--- config.mk ---
export PLATFORM = sky130hd
export DESIGN_NAME = dmem_arbiter
export DESIGN_NICKNAME = d
export VERILOG_FILES = /design/src/rtl/dmem_arb_pkg.sv /design/src/rtl/dmem_arb_starve_ctr.sv /design/src/rtl/dmem_arbiter.sv
export SDC_FILE = /design/constraint.sdc
export NUM_CORES = 1
export LEC_CHECK = 0
export BUFFER_PORTS_ARGS = -buffer_cell sky130_fd_sc_hd__buf_2
export CORE_AREA = 2 2 105 107
export DETAILED_ROUTE_END_ITERATION = 8
export DIE_AREA = 0 0 107 109
export GPL_ROUTABILITY_DRIVEN = 0
export HOLD_SLACK_MARGIN = 0.06
export PLACE_DENSITY = 0.55
export SLEW_MARGIN = 30
export SYNTH_ARGS = -nofsm -noshare
export SYNTH_HDL_FRONTEND = slang
export SYNTH_HIERARCHICAL = 1
export SYNTH_SLANG_ARGS = --single-unit
--- constraint.sdc ---
create_clock -name clk -period 3.88 [get_ports clk]
set_input_delay 0.97 -clock clk [delete_from_list [all_inputs] [get_ports clk]]
set_output_delay 0.97 -clock clk [all_outputs]
set_load 0.02 [all_outputs]
--- src/rtl/dmem_arb_pkg.sv ---
// Shared types and helpers for the data-memory arbiter.
package dmem_arb_pkg;

    typedef enum logic [1:0] {
        StIdle,
        StCpuRd,
        StVidRd
    } arb_state_e;

    typedef enum logic {
        OwnCpu,
        OwnVid
    } arb_owner_e;

    localparam int unsigned STAT_W = 16;

    // Bits needed to hold 0..max_val, never less than one.
    function automatic int unsigned cnt_width(input int unsigned max_val);
        return (max_val < 1) ? 1 : $clog2(max_val + 1);
    endfunction

endpackage

--- src/rtl/dmem_arb_starve_ctr.sv ---
// Saturating up-counter tracking how long the video requester has been losing arbitration.
module dmem_arb_starve_ctr
    import dmem_arb_pkg::*;
#(
    parameter int unsigned MAX = 8,
    parameter int unsigned W   = cnt_width(MAX)
) (
    input  logic clk,
    input  logic rst,
    input  logic inc,
    input  logic clr,
    output logic sat
);

    localparam logic [W-1:0] MaxVal = W'(MAX);

    logic [W-1:0] cnt_q, cnt_d;

    always_comb begin
        cnt_d = cnt_q;
        if (clr) begin
            cnt_d = '0;
        end else if (inc && (cnt_q != MaxVal)) begin
            cnt_d = cnt_q + W'(1);
        end
    end

    always_ff @(posedge clk or negedge rst) begin
        if (!rst) begin
            cnt_q <= '0;
        end else begin
            cnt_q <= cnt_d;
        end
    end

    assign sat = (cnt_q == MaxVal);

endmodule

--- src/rtl/dmem_arbiter.sv ---
// Single-port data-memory arbiter: CPU priority, video anti-starvation, one access in flight.
// Define DMEM_ARB_STATS_EN to add the stat_conflicts / stat_vid_forced counters.
module dmem_arbiter
    import dmem_arb_pkg::*;
#(
    parameter int unsigned ADDR_W     = 32,
    parameter int unsigned DATA_W     = 32,
    parameter int unsigned MEM_LAT    = 1,
    parameter int unsigned STARVE_MAX = 8
) (
    input  logic              clk,
    input  logic              rst,
    input  logic              cpu_req,
    input  logic              cpu_we,
    input  logic [ADDR_W-1:0] cpu_addr,
    input  logic [DATA_W-1:0] cpu_wdata,
    output logic              cpu_gnt,
    output logic              cpu_stall,
    output logic              cpu_rvalid,
    output logic [DATA_W-1:0] cpu_rdata,
    input  logic              vid_req,
    input  logic [ADDR_W-1:0] vid_addr,
    output logic              vid_gnt,
    output logic              vid_rvalid,
    output logic [DATA_W-1:0] vid_rdata,
    output logic              mem_en,
    output logic              mem_we,
    output logic [ADDR_W-1:0] mem_addr,
    output logic [DATA_W-1:0] mem_wdata,
    input  logic [DATA_W-1:0] mem_rdata
`ifdef DMEM_ARB_STATS_EN
    ,
    output logic [STAT_W-1:0] stat_conflicts,
    output logic [STAT_W-1:0] stat_vid_forced
`endif
);

    localparam int unsigned LAT_W = cnt_width(MEM_LAT);
    localparam logic [LAT_W-1:0] LatLoad = LAT_W'(MEM_LAT);

    arb_state_e       state_q, state_d;
    logic [LAT_W-1:0] lat_q, lat_d;
    logic             run_q;
    arb_owner_e       winner;
    logic             idle;
    logic             rd_done;
    logic             starve_sat;
    logic             starve_inc;

    // run_q keeps grants off until the first clock after reset release, so a request
    // held through reset cannot produce a grant while reset is still asserted.
    always_ff @(posedge clk or negedge rst) begin
        if (!rst) begin
            state_q <= StIdle;
            lat_q   <= '0;
            run_q   <= 1'b0;
        end else begin
            state_q <= state_d;
            lat_q   <= lat_d;
            run_q   <= 1'b1;
        end
    end

    always_comb begin
        idle       = run_q && (state_q == StIdle);
        winner     = (vid_req && (!cpu_req || starve_sat)) ? OwnVid : OwnCpu;
        cpu_gnt    = idle && cpu_req && (winner == OwnCpu);
        vid_gnt    = idle && vid_req && (winner == OwnVid);
        starve_inc = idle && vid_req && !vid_gnt;
        rd_done    = (state_q != StIdle) && (lat_q == '0);

        state_d = state_q;
        lat_d   = lat_q;
        unique case (state_q)
            StIdle: begin
                if (cpu_gnt && !cpu_we) begin
                    state_d = StCpuRd;
                    lat_d   = LatLoad;
                end else if (vid_gnt) begin
                    state_d = StVidRd;
                    lat_d   = LatLoad;
                end
            end
            StCpuRd, StVidRd: begin
                if (rd_done) begin
                    state_d = StIdle;
                end else begin
                    lat_d = lat_q - LAT_W'(1);
                end
            end
            default: state_d = StIdle;
        endcase

        cpu_rvalid = (state_q == StCpuRd) && rd_done;
        vid_rvalid = (state_q == StVidRd) && rd_done;
        cpu_rdata  = cpu_rvalid ? mem_rdata : '0;
        vid_rdata  = vid_rvalid ? mem_rdata : '0;

        mem_en    = cpu_gnt || vid_gnt;
        mem_we    = cpu_gnt && cpu_we;
        mem_addr  = cpu_gnt ? cpu_addr : (vid_gnt ? vid_addr : '0);
        mem_wdata = mem_we ? cpu_wdata : '0;

        // A granted CPU read keeps the pipeline stalled until its data returns.
        cpu_stall = run_q && ((cpu_req && !cpu_gnt) || (cpu_gnt && !cpu_we) ||
                              ((state_q == StCpuRd) && !rd_done));
    end

    dmem_arb_starve_ctr #(
        .MAX(STARVE_MAX)
    ) u_starve (
        .clk(clk),
        .rst(rst),
        .inc(starve_inc),
        .clr(vid_gnt),
        .sat(starve_sat)
    );

`ifdef DMEM_ARB_STATS_EN
    logic [STAT_W-1:0] conf_q, forced_q;
    logic              vid_force;

    assign vid_force = vid_gnt && cpu_req;

    always_ff @(posedge clk or negedge rst) begin
        if (!rst) begin
            conf_q   <= '0;
            forced_q <= '0;
        end else begin
            if (run_q && cpu_req && vid_req && (conf_q != '1)) begin
                conf_q <= conf_q + STAT_W'(1);
            end
            if (vid_force && (forced_q != '1)) begin
                forced_q <= forced_q + STAT_W'(1);
            end
        end
    end

    assign stat_conflicts  = conf_q;
    assign stat_vid_forced = forced_q;
`endif

endmodule
==> flow_summary.toml, run 1 <==
[status]
status = "finished, final reports clean"

[worst_setup_path]
end_kind = "output pin"
r2r-start = "u_starve/cnt_q[0]"
worst_setup_path_start_kind = "input pin"
critical_path_class = "in2out"
worstPathMaxFanout = 34
cp.arrival_ns = 2.14
crit_start = "cpu_req"
worstPathRequired_ns = 2.91

[clock_network]
h-tree-depth = 1
clock_path_buffers = 2
cts_made_buffers = 3
hold_buffers = 0
cts_tree = "built"
cts.sinks = 8
path_clk_slew_ns = 0.04
cts_setup_buffers = 0
cts_resized = 0
cts-root-buf = "clkbuf_8"
clock_latency_ns = 0.23

[global_route]
grt-ovfl-total = 0
grt_max_degree = 68
grt_use_total_pct = 11.2
antenna_found_initial = 0
grt_pass1_wl_mm = 10.6
grt_pass1_vias = 2124

[pwr]
peakVddDrop_uv = 196
p_comb_share_pct = 77.1
power_uw = 1030
p_per_area_nw_per_um2 = 335
leakagePower_uw = 0.00216
p_int_uw = 475
p_switching_uw = 559
p_clk_share_pct = 9.5
switching_share_pct = 54.1
p_seq_share_pct = 13.4

[logic_synthesis]
synth.top_cell.area_share_pct = 25.5
synth_ff_type = "dfrtp_1"
synth_edf_count = 0
synth_cells = 217
yosys_warnings = 6
synthArstFlopShare_pct = 100
yosysTopAreaCell = "and3_1"
yosysUniqueCellTypes = 39
synth.area.top_cells = "and3_1 26%, a22o_1 18%, and2_1 14%, dfrtp_1 13%, ha_1 3.9%"
ys_ff_latch = 8
syn_area_sq_um = 1590
yosysSeqAreaShare_pct = 12.6
postSynthNetCount = 355
synth_area_per_cell_sq_um = 7.35

[sta]
setup_ws_ns = 0.769
rsz0062_at_grt = "no"
hold_violations = 0
worstMarginPinSlew_ns = 0.861
finalSetupViolCount = 0
max_freq_ghz = 0.321
hold_ws_ns = 0.548
finClkSkew_ns = 0.00631
fin_tns_setup_ns = 0
min_period_ns = 3.11
report.final.slew_viol_count = 0
slew_headroom_pct = 42.6
fin_crit_sh_pct = 80.2

[drt]
vias_per_cell = 4.27
detail_route.iter0.violations = 164
drc_errors = 0
wl_mm = 7.69
first_pass_iters = 4
detail-route-antenna-nets = 0
num_vias = 2598
routedWlPerCell_um = 12.6

[placement]
dpl.hpwl_mm = 6.54
pre_cts_ws_ns = 0.780
io_buffer_count = 267

[worst_hold_path]
min_path_type = "reg2reg"
hold_start = "u_starve/cnt_q[3]"

[flow_run]
cap_violations = 0

[finish]
diodes = 0
layout_commonest_cell = "buf_2"
layout_common_cells = "267 x buf_2, 65 x and3_1, 35 x and2_1"
nets = 609
syn_to_final_growth_pct = 93.4
final_layout_size_suffix_gt1_share_pct = 60.3

[floorplanning]
row_count = 38
io_pins = 268
start_util_pct = 15.0
dieArea_sq_um = 11700
fp.coreArea_sq_um = 10600
die-height_um = 109
die_w_um = 107
## per-stage QoR
step / instance area (sq um) / utilization (%) / std cells
2_1_floorplan: 1590 / - / 217
6_report: 3080 / 29.1 / 609
3_5_place_dp: 3040 / 28.7 / 606
3_3_place_gp: 3040 / 28.7 / 606
5_1_grt: 3080 / 29.1 / 609
4_1_cts: 3080 / 29.1 / 609
## power by group through the flow
stage | clock, uW | sequential (uW) | combinational, uW
after floorplan | 0 | 130 | 547
after global placement | 0 | 139 | 787
after detailed placement | 0 | 140 | 798
after CTS | 102 | 139 | 800
after global routing | 108 | 145 | 876
final | 97.9 | 139 | 797
## state kept, by name (all words and copies together) (netlist names)
register / cells
run_q: 1
lat_q: 1
state_q: 2
u_starve/cnt_q: 4
## final cells by class
cell class | instances | area [sq um]
sequential | 8 | 200
multi-input combinational | 182 | 1270
inverter | 5 | 18.8
timing repair buffer | 271 | 1380
clock buffer | 3 | 41.3
tap | 140 | 175
fill | 1163 | 7520
## synthesized netlist by cell type, drive strengths merged, types with 2 or more instances
cell type and number:
and3 65, and2 35, a22o 32, a21oi 2, nand2 7, nand2b 3
buf 8, inv 5, ha 5, o211ai 2, nor2 10, dfrtp 8
clkbuf 14
## final timing paths
kind	endpoint	slack, ns	cells past startpoint
setup / recovery	mem_wdata[20]	0.77	6
hold / removal	u_starve/cnt_q[3]	0.55	2
setup reg to reg	u_starve/cnt_q[2]	1.94	9
hold reg to reg	u_starve/cnt_q[3]	0.55	2
max in group asynchronous	state_q[0]	3.12	1
min in group asynchronous	u_starve/cnt_q[1]	0.58	1
## routing by layer
metal  global-route usage (%)  routed length (um)  up-vias
met2                     19.2                3660      169
met4                    0.835                  13        0
li1                         -                   -     1291
met1                     15.3                3280     1136
met5                        0                   0        -
met3                     1.91                 744        2
## worst max-delay path, stage by stage
cell	delay (ns)
buf_2	0.13
a21bo_4	0.27
nor3_4	0.10
buf_4	0.27
and2_1	0.21
buf_2	0.18
## cells by family after synthesis
family | Yosys count | share of synthesized area [%]
fa+ha+maj | 5 | 3.92
xor+xnor | 1 | 0.550
simple gates | 129 | 49.4
compound gates | 44 | 23.3
other cells | 1 | 0.235
flops | 8 | 12.6
buf+inv | 27 | 8.48
mux | 2 | 1.57
Power figures use the tool's default switching activity.
==> inputs of run 2 (changes only) <==
==> constraint.sdc (replaced) <==
create_clock -name clk -period 3.2 [get_ports clk]
set_input_delay 0.8 -clock clk [delete_from_list [all_inputs] [get_ports clk]]
set_output_delay 0.8 -clock clk [all_outputs]
set_load 0.02 [all_outputs]
==> flow_summary.toml, run 2 (synthesis results as in run 1) <==
[pwr]
leakagePower_uw = 0.00217
p_switching_uw = 688
p_clk_share_pct = 9.6
p_per_area_nw_per_um2 = 410
switching_share_pct = 54.2
p_int_uw = 581
peakVddDrop_uv = 236
p_comb_share_pct = 77.1
p_seq_share_pct = 13.3

[finish]
diodes = 0
multi_input_area_sq_um = 1270
layout_commonest_cell = "buf_2"
reg_top3 = "u_starve/cnt_q (4), state_q (2)"
final-seq-area_sq_um = 200
fillers = 1148
largest_reg_flops = 4
syn_to_final_growth_pct = 94.2
final_layout_size_suffix_gt1_share_pct = 60.3
final_area_sq_um = 3100
regMostFlops = "u_starve/cnt_q"
layout_common_cells = "267 x buf_2, 65 x and3_1, 35 x and2_1"
nets = 611

[drt]
routedWlPerCell_um = 13.1
first_pass_iters = 4
top_layer_used = "met4"
wl_met3_um = 743
drt-met1-wl_mm = 3.44
detail_route.iter0.violations = 124
vias_per_cell = 4.33
num_vias = 2648
drc_errors = 0
wl_mm = 7.98
detail-route-antenna-nets = 0
wl_met2_mm = 3.70

[worst_setup_path]
crit_chain = "inv_1 > ha_1 > nand3_1 > nor2_2 > buf_12 > a22o_1 > buf_2"
cp.arrival_ns = 2.14
crit_family = "buffers and inverters"
crit_path_top_delay_cell = "ha_1"
r2r.worst_path.cells = 6
worstPathMaxFanout = 33
worst_setup_path_start_kind = "register"
critPathBufInv = 3
worstPathRequired_ns = 2.40
end_kind = "output pin"
critical_path_class = "reg2out"
cp.depth = 7
crit_path_max_incr_delay_ns = 0.38

[floorplanning]
io_pins = 268
fp.coreArea_sq_um = 10600
dieArea_sq_um = 11700
start_util_pct = 15.0
die_w_um = 107
die-height_um = 109
row_count = 38

[placement]
pre_cts_ws_ns = 0.431
dpl.hpwl_mm = 6.61
io_buffer_count = 267
placed_area_sq_um = 3050

[sta]
finClkSkew_ns = 0.00505
max_freq_ghz = 0.340
report.final.slew_viol_count = 0
setup_ws_ns = 0.260
fin_crit_sh_pct = 91.9
hold_violations = 0
finalSetupViolCount = 0
rsz0062_at_grt = "no"
min_period_ns = 2.94
fin_tns_setup_ns = 0

[global_route]
antenna_found_initial = 0
grt_pass1_wl_mm = 10.8
grt_max_degree = 68
grt_pass1_vias = 2246
grt-ovfl-total = 0
grt_use_total_pct = 11.4

[clock_network]
cts.sinks = 8
cts-root-buf = "clkbuf_8"
hold_buffers = 0
cts_made_buffers = 3
path_clk_slew_ns = 0.04
clock_path_buffers = 2
cts_resized = 0
cts_tree = "built"
clock_latency_ns = 0.23
cts_setup_buffers = 0
h-tree-depth = 1

[status]
status = "finished, final reports clean"

[worst_hold_path]
min_path_type = "in2async"

[flow_run]
cap_violations = 0
[run 2: changes by cell type in the layout (fill, tap and decap cells not counted), sizes merged]
cell  previous run  this run
buf            271       273
[run 2: stage by stage]
stage | hold slack (ns) | power, uW | instances | util (%)
global route | 0.418 | 1370 | 611 | 29.2
global placement | 0.546 | 1130 | 608 | 28.8
finish | 0.405 | 1270 | 611 | 29.2
detailed placement | 0.535 | 1150 | 608 | 28.8
floorplan | 0.504 | 821 | 217 | -
CTS | 0.417 | 1280 | 611 | 29.2
[run 2: area by class of cell]
class,count,share of cell area (%)
repair buffers,273,45.0
multi-input cells,182,40.9
flip-flops and latches,8,6.47
well taps,140,5.66
clock buffers,3,1.33
inverters,5,0.606
[run 2: path summary, 6_finish.rpt]
kind	start	to	slack (ns)
setup / recovery	state_q[0]	mem_addr[10]	0.26
max in group asynchronous	rst	u_starve/cnt_q[0]	2.62
hold reg to reg	u_starve/cnt_q[3]	u_starve/cnt_q[3]	0.53
min in group clk	u_starve/cnt_q[3]	u_starve/cnt_q[3]	0.53
hold / removal	rst	u_starve/cnt_q[2]	0.40
setup reg to reg	state_q[0]	u_starve/cnt_q[0]	1.29
[run 2: layer usage]
metal	global-route usage, %	up-vias
li1	-	1292
met1	15.1	1174
met2	19.7	171
met3	1.61	11
met4	2.50	0
met5	0	-
[run 2: power groups by stage]
stage,Combinational (uW),Sequential (uW),Clock [uW]
2_1_floorplan,663,158,0
3_3_place_gp,965,169,0
3_5_place_dp,983,170,0
4_1_cts,987,169,125
5_1_grt,1070,174,132
6_report,978,169,122
==> inputs of run 3 (changes only) <==
--- a/config.mk
+++ b/config.mk
@@ -7,6 +7,7 @@
 export LEC_CHECK = 0
 export BUFFER_PORTS_ARGS = -buffer_cell sky130_fd_sc_hd__buf_2
 export CORE_AREA = 2 2 105 107
+export CTS_BUF_LIST = sky130_fd_sc_hd__clkbuf_4
 export DETAILED_ROUTE_END_ITERATION = 8
 export DIE_AREA = 0 0 107 109
 export GPL_ROUTABILITY_DRIVEN = 0
==> flow_summary.toml, run 3 (synthesis results as in run 1) <==
[clock_network]
hold_buffers = 0
cts-root-buf = "clkbuf_4"
cts_resized = 0
cts.sinks = 8
cts_made_buffers = 3
h-tree-depth = 1
cts_tree = "built"
clock_latency_ns = 0.26
cts_setup_buffers = 0
clock_path_buffers = 2
path_clk_slew_ns = 0.06

[global_route]
grt-ovfl-total = 0
grt_use_total_pct = 11.3
grt_pass1_vias = 2243
antenna_found_initial = 0
grt_max_degree = 68
grt_pass1_wl_mm = 10.8

[worst_setup_path]
r2r-start = "state_q[0]"
cp.arrival_ns = 2.19
worstPathRequired_ns = 2.40
end_kind = "output pin"
critical_path_class = "reg2out"
crit-reg2reg-capture = "u_starve/cnt_q[0]"
r2r.worst_path.cells = 6
worstPathMaxFanout = 34
worst_setup_path_start_kind = "register"
crit_start = "state_q[0]"
ff2ff_setup_slack_ns = 1.29

[finish]
diodes = 0
layout_commonest_cell = "buf_2"
layout_common_cells = "267 x buf_2, 65 x and3_1, 35 x and2_1"
finalCoreUtilization_pct = 29.0
final_area_sq_um = 3080
syn_to_final_growth_pct = 93.0
regMostFlops = "u_starve/cnt_q"
final_layout_size_suffix_gt1_share_pct = 60.3
multi_input_area_sq_um = 1270
final-seq-area_sq_um = 200
reg_top3 = "u_starve/cnt_q (4), state_q (2)"
nets = 611
largest_reg_flops = 4
fillers = 1151

[flow_run]
cap_violations = 0

[drt]
detail-route-antenna-nets = 0
vias_per_cell = 4.35
drc_errors = 0
first_pass_iters = 4
num_vias = 2656
wl_mm = 7.96
detail_route.iter0.violations = 164
routedWlPerCell_um = 13.0

[status]
status = "finished, final reports clean"

[sta]
hold_violations = 0
fin_tns_setup_ns = 0
report.final.slew_viol_count = 0
min_period_ns = 2.99
fin_crit_sh_pct = 93.3
hold_ws_ns = 0.374
rsz0062_at_grt = "no"
max_freq_ghz = 0.335
finalSetupViolCount = 0
finClkSkew_ns = 0.00803

[floorplanning]
dieArea_sq_um = 11700
io_pins = 268
die-height_um = 109
start_util_pct = 15.0
row_count = 38
die_w_um = 107
fp.coreArea_sq_um = 10600

[worst_hold_path]
min_path_type = "in2async"

[placement]
io_buffer_count = 267
dpl.hpwl_mm = 6.61
placed_area_sq_um = 3050

[pwr]
peakVddDrop_uv = 228
p_per_area_nw_per_um2 = 398
leakagePower_uw = 0.00216
==> run 3: where the power goes <==
| part | leakage [uW] | total, uW | switching [uW] | internal [uW] |
|---|---|---|---|---|
| clock | 0.0000138 | 78.5 | 35.5 | 43.0 |
| combinational | 0.00204 | 978 | 614 | 365 |
| sequential | 0.000103 | 168 | 33.9 | 134 |
==> run 3: worst max path at each step <==
stage | endpoint | slack (ns)
3_3_place_gp | mem_wdata[23] | 0.46
6_report | mem_wdata[25] | 0.21
5_1_grt | mem_addr[30] | 0.02
4_1_cts | mem_wdata[25] | 0.23
3_5_place_dp | mem_wdata[25] | 0.43
2_1_floorplan | mem_addr[22] | 0.69
==> run 3: metrics by stage <==
step / total power, uW / cells / setup slack [ns]
floorplan: 821 / 217 / 0.691
global placement: 1130 / 608 / 0.459
detailed placement: 1150 / 608 / 0.431
CTS: 1240 / 611 / 0.226
global route: 1330 / 611 / 0.0154
finish: 1220 / 611 / 0.215
==> run 3: area by class of cell <==
cell class	count	share of cell area [%]
repair buffers	273	45.3
clock buffers	3	0.732
inverters	5	0.610
well taps	140	5.69
flip-flops and latches	8	6.51
multi-input cells	182	41.2
==> run 3: critical path, cell delays in order (launching register included) <==
cell	delay [ns]
dfrtp_1	0.38
inv_1	0.11
ha_1	0.38
nand2_2	0.18
nor3_4	0.19
buf_4	0.28
and2_1	0.21
buf_2	0.19
==> run 3: routing by layer <==
layer	GRT usage, %	up-vias	wire length [um]
met5	0	-	0
met4	1.95	0	43
met3	1.61	5	712
met2	19.7	166	3790
met1	15.1	1192	3410
li1	-	1293	-
